--- src/rtl/pll_5m_pkg.sv ---
// Shared defaults, widths and the lock-sequencer state encoding for the 5 MHz clock generator.
package pll_5m_pkg;

   localparam int ODIV_DEFAULT        = 10;
   localparam int LOCK_CYCLES_DEFAULT = 1024;
   localparam int LOCK_CNT_W          = 16;

   typedef enum logic {
      ST_ACQUIRE = 1'b0,
      ST_LOCKED  = 1'b1
   } lock_state_e;

   // A half-period of one input cycle still needs a 1-bit counter register.
   function automatic int div_cnt_width(input int half);
      return (half < 2) ? 1 : $clog2(half);
   endfunction

endpackage

--- src/rtl/pll_5m_div.sv ---
// Output divider: toggles clk_out every HALF enabled input edges, cleared while disabled or in reset.
module pll_5m_div
   import pll_5m_pkg::*;
#(
   parameter int HALF = ODIV_DEFAULT / 2
) (
   input  logic clk,
   input  logic rst,
   input  logic en,
   output logic clk_out
);

   localparam int          CW   = div_cnt_width(HALF);
   localparam logic [CW-1:0] LAST = CW'(HALF - 1);

   logic [CW-1:0] cnt_q, cnt_d;
   logic          clk_out_q, clk_out_d;

   always_comb begin
      cnt_d     = cnt_q;
      clk_out_d = clk_out_q;
      if (!en) begin
         cnt_d     = '0;
         clk_out_d = 1'b0;
      end else if (cnt_q == LAST) begin
         cnt_d     = '0;
         clk_out_d = ~clk_out_q;
      end else begin
         cnt_d     = cnt_q + 1'b1;
      end
   end

   always_ff @(posedge clk) begin
      if (rst) begin
         cnt_q     <= '0;
         clk_out_q <= 1'b0;
      end else begin
         cnt_q     <= cnt_d;
         clk_out_q <= clk_out_d;
      end
   end

   assign clk_out = clk_out_q;

endmodule

--- src/rtl/pll_5m.sv ---
// Clock generator: counts a fixed settle time after reset/power-down release, then runs the divider.
//
// state      | meaning
// ST_ACQUIRE | counting clkin1 edges towards lock, pll_lock low, divider held
// ST_LOCKED  | lock counter saturated, pll_lock high, divider running
module pll_5m
   import pll_5m_pkg::*;
#(
   parameter int ODIV        = ODIV_DEFAULT,
   parameter int LOCK_CYCLES = LOCK_CYCLES_DEFAULT
) (
   input  logic clkin1,
   input  logic pll_rst,
   input  logic pll_pwd,
   output logic clkout0,
   output logic pll_lock
);

   localparam logic [LOCK_CNT_W-1:0] LOCK_TC = LOCK_CNT_W'(LOCK_CYCLES - 1);

   logic                  rst_any;
   lock_state_e           state_q, state_d;
   logic [LOCK_CNT_W-1:0] lock_cnt_q, lock_cnt_d;
   logic                  pll_lock_q, pll_lock_d;

   // Power-down and reset are indistinguishable to the lock and divider logic.
   assign rst_any = pll_rst | pll_pwd;

   always_comb begin
      state_d    = state_q;
      lock_cnt_d = lock_cnt_q;
      pll_lock_d = pll_lock_q;
      case (state_q)
         ST_ACQUIRE: begin
            lock_cnt_d = lock_cnt_q + 1'b1;
            if (lock_cnt_q == LOCK_TC) begin
               state_d    = ST_LOCKED;
               pll_lock_d = 1'b1;
            end
         end
         ST_LOCKED: begin
            pll_lock_d = 1'b1;
         end
         default: begin
            state_d    = ST_ACQUIRE;
            lock_cnt_d = '0;
            pll_lock_d = 1'b0;
         end
      endcase
   end

   always_ff @(posedge clkin1) begin
      if (rst_any) begin
         state_q    <= ST_ACQUIRE;
         lock_cnt_q <= '0;
         pll_lock_q <= 1'b0;
      end else begin
         state_q    <= state_d;
         lock_cnt_q <= lock_cnt_d;
         pll_lock_q <= pll_lock_d;
      end
   end

   // Divider sees the registered lock, so the first output rise lands ODIV/2 edges after lock.
   pll_5m_div #(
      .HALF (ODIV / 2)
   ) u_div (
      .clk     (clkin1),
      .rst     (rst_any),
      .en      (pll_lock_q),
      .clk_out (clkout0)
   );

   assign pll_lock = pll_lock_q;

endmodule

--- config.mk ---
export PLATFORM = sky130hd
export DESIGN_NAME = pll_5m
export DESIGN_NICKNAME = d
export VERILOG_FILES = /design/src/rtl/pll_5m_pkg.sv /design/src/rtl/pll_5m_div.sv /design/src/rtl/pll_5m.sv
export SDC_FILE = /design/constraint.sdc
export NUM_CORES = 1
export LEC_CHECK = 0
export ABC_AREA = 0
export CAP_MARGIN = 20
export CORE_AREA = 3 3 48 50
export CTS_CLUSTER_SIZE = 24
export DETAILED_ROUTE_END_ITERATION = 10
export DIE_AREA = 0 0 51 53
export MAX_ROUTING_LAYER = met4
export PLACE_DENSITY = 0.7
export SYNTH_ARGS = -nofsm -noshare
export SYNTH_HDL_FRONTEND = slang
export SYNTH_SLANG_ARGS = --single-unit
--- constraint.sdc ---
create_clock -name clkin1 -period 1.68 [get_ports clkin1]
set_input_delay 0.252 -clock clkin1 [delete_from_list [all_inputs] [get_ports clkin1]]
set_output_delay 0.252 -clock clkin1 [all_outputs]
set_load 0.005 [all_outputs]
==> results.md <==
* Achievable Freq at around 620 MHz
* Sequential fraction of design power at 0.629
* CP required at roughly 1900 ps
* Clk network pwr share at 0.348
* Worst R2R Path Depth at 4
* Die ar. at ~2700 sq um
* Combinational cell fraction of total power at 0.023
* Internal Power at 0.665 mW
* Routed len/inst at between 10 and 15 microns
* Sink Count at 22
* Syn Inst Count at about 110
* H-tree depth at 1
* Yosys cell types at 30
* Root Driver: clkbuf_4
* Fin area at 1130 sq um
* Skew-Pair Late Insertion Delay at about 310 ps
* Routed Antenna Nets at 0
* Ys Warns at 0
* P&R area growth vs syn at 15.9%
* Number of fillers in the final layout at approximately 190
* Initial Util at 0.504
* CTS Buf Count at 3
* Pleak at between 0.3 and 0.4 nW
* Max-slew headroom at 0.772
* Minimum clock period at 1610 ps
* GR Overflow Total at 0
* Seq/Total Area, Yosys at 0.450
* Hold Violations, Final at 0
* Unrepaired setup endpoints after global routing: no
* Multi-input gate area at 497 sq um
* Cell Pwr Density at about 740 nW/um^2
* Maxcap violations at 0
* VDD IR max at around 0.00070 V
* Max incr delay on CP at ~560 ps
* Yosys reg bits at 22
* Router iterations before antenna repair at 4
* Count of pins over their slew limit at 0
* Sw Share at 0.205
* Top post-synthesis cells by area: dfxtp_1 (45%), nor2_1 (6.9%), xnor2_1 (6.3%)
* Clk buf depth at 2
* Hold_buf cts at 0
* # diodes at 0
* Reg area at 440 sq um
* Final Setup Violations at 0
* Routability cong. at ~0.7
* Setup CP Type: register to register
* Critical-path maximum fanout at 4
* Clock Skew at 2.46 ps
* Worst path slowest cell: or4_4
* First-pass GRT wire length at ~3200 microns
* Reg clk slew, reported paths at about 120 ps
* Post-synth EDFFs at 0
* Sw power at 0.172 mW
* Most common cell after layout, fill and taps aside: dfxtp_1
* Post-synth ARST share at 0
* Hpwl dp at between 1000 and 1500 microns
* Pin count of the biggest net entering global routing at 19
* Core footprint at 1940 sq um
* Crit. End Element: register
* Syn Area/Cell at about 9 sq um
* # resized after CTS at 0
* I/O pin count at 5
* Top FF cell, synth: dfxtp_1
* CTS tree: built
* DP Area at 1100 sq um
* Die H at 53 microns
* Top-area cell type share of the netlist area at 0.450
* HP Class: register to register
* Most frequent cells in the layout: dfxtp_1 (22), nor2_1 (18), buf_4 (9)
* Die Width at approximately 50 microns
* Syn_nets at ~110
* Status: finished, final reports clean
* WL final at between 1500 and 2000 microns
* Startpoint Class: register
* CP arrival at 1860 ps
* Hold path depth at 1
* Number of vias per cell at a little over 5
* Critical-path cell list: nand4_4, or4_4, or3_1, a21oi_1
* Vias in the first global route at 728
* Post-CTS setup buffers at 0
* DRC viols at 0
* Layout Nets at around 130
* Layout cell share with drive strength beyond 1 at 0.139
* Rows at 16
* Initial antenna violation count at 0
* Cell taking the most area after synthesis: dfxtp_1
* Final Cycle Share at 0.960
* Tightest Pin Transition at approximately 340 ps
* Netlist Area Pre-Place at about 1000 sq um
* Setup TNS at 0 ps
* GRT Total Usage at 0.165
* PortBufs at 4
* Drt initial violations at 7
* Via Count at 766
-- Yosys cell counts, types with 3 or more instances --
master,number
dfxtp_1,22
nor3_1,3
a21oi_1,6
xor2_1,5
nor4_1,4
or3_1,3
ha_1,3
inv_1,5
xnor2_1,7
nor2_1,18
o21ai_0,4
nand2_1,7
-- through the flow --
step,total power [mW],utilization,setup WS [ps],hold slack (ps),instances
after floorplan,0.551,-,12.1,427,108
after CTS,0.845,0.584,60.8,473,149
after global routing,0.864,0.584,4.07,486,149
after global placement,0.556,0.565,121,435,145
after detailed placement,0.557,0.565,91.4,456,145
final,0.836,0.584,66.7,470,149
-- critical path, delay by kind of cell, from the launching register on --
family / cells / cell delay (ps)
and+or+nand+nor: 3 / 1010
DFF: 1 / 420
AOI/OAI and AO/OA: 1 / 140
-- kinds of logic (layout without fill, tap and decap cells) --
| kind of cell | Yosys count | in the layout | share of synthesized area |
|---|---|---|---|
| buffers and inverters | 8 | 22 | 0.0422 |
| AOI/OAI and AO/OA | 10 | 10 | 0.0512 |
| muxes | 2 | 2 | 0.0205 |
| and+or+nand+nor | 51 | 51 | 0.290 |
| DFF | 22 | 22 | 0.450 |
| xor gates and xnor gates | 12 | 12 | 0.107 |
| adders and majority gates | 3 | 3 | 0.0384 |
-- cell type report --
class	count	area share
inverter	5	0.0166
timing repair buffer	13	0.0949
clock buffer	4	0.0320
multi-input combinational	78	0.438
tap	27	0.0298
sequential	22	0.389
-- power by group through the flow --
| stage | Combinational (mW) | Clock, mW | Sequential, mW |
|---|---|---|---|
| detailed placement | 0.0192 | 0 | 0.538 |
| floorplan | 0.0136 | 0 | 0.538 |
| global placement | 0.0182 | 0 | 0.538 |
| CTS | 0.0192 | 0.300 | 0.527 |
| finish | 0.0189 | 0.291 | 0.526 |
| global route | 0.0215 | 0.315 | 0.527 |
-- routing by layer --
| layer | wire (microns) | track usage | vias up | share of wire |
|---|---|---|---|---|
| met4 | 48 | 0.108 | 0 | 0.027 |
| met1 | 859 | 0.191 | 359 | 0.49 |
| met2 | 810 | 0.260 | 6 | 0.46 |
| met3 | 39 | 0.0338 | 4 | 0.022 |
| met5 | 0 | - | - | 0 |
| li1 | - | - | 397 | - |
-- path summary, 6_finish.rpt --
path	start	slack, ps	end
worst max-delay path	lock_cnt_q[5]	70	lock_cnt_q[15]
worst min-delay path	u_div.cnt_q[0]	470	u_div.cnt_q[0]
worst max register to register	lock_cnt_q[5]	70	lock_cnt_q[15]
worst min register to register	u_div.cnt_q[0]	470	u_div.cnt_q[0]
-- state kept, by name (all words and copies together), names as in the netlist --
name	flops
lock_cnt_q	16
u_div.cnt_q	3
pll_lock	1
state_q	1
u_div.clk_out	1
Note: power is estimated with default switching activity, not from simulation.
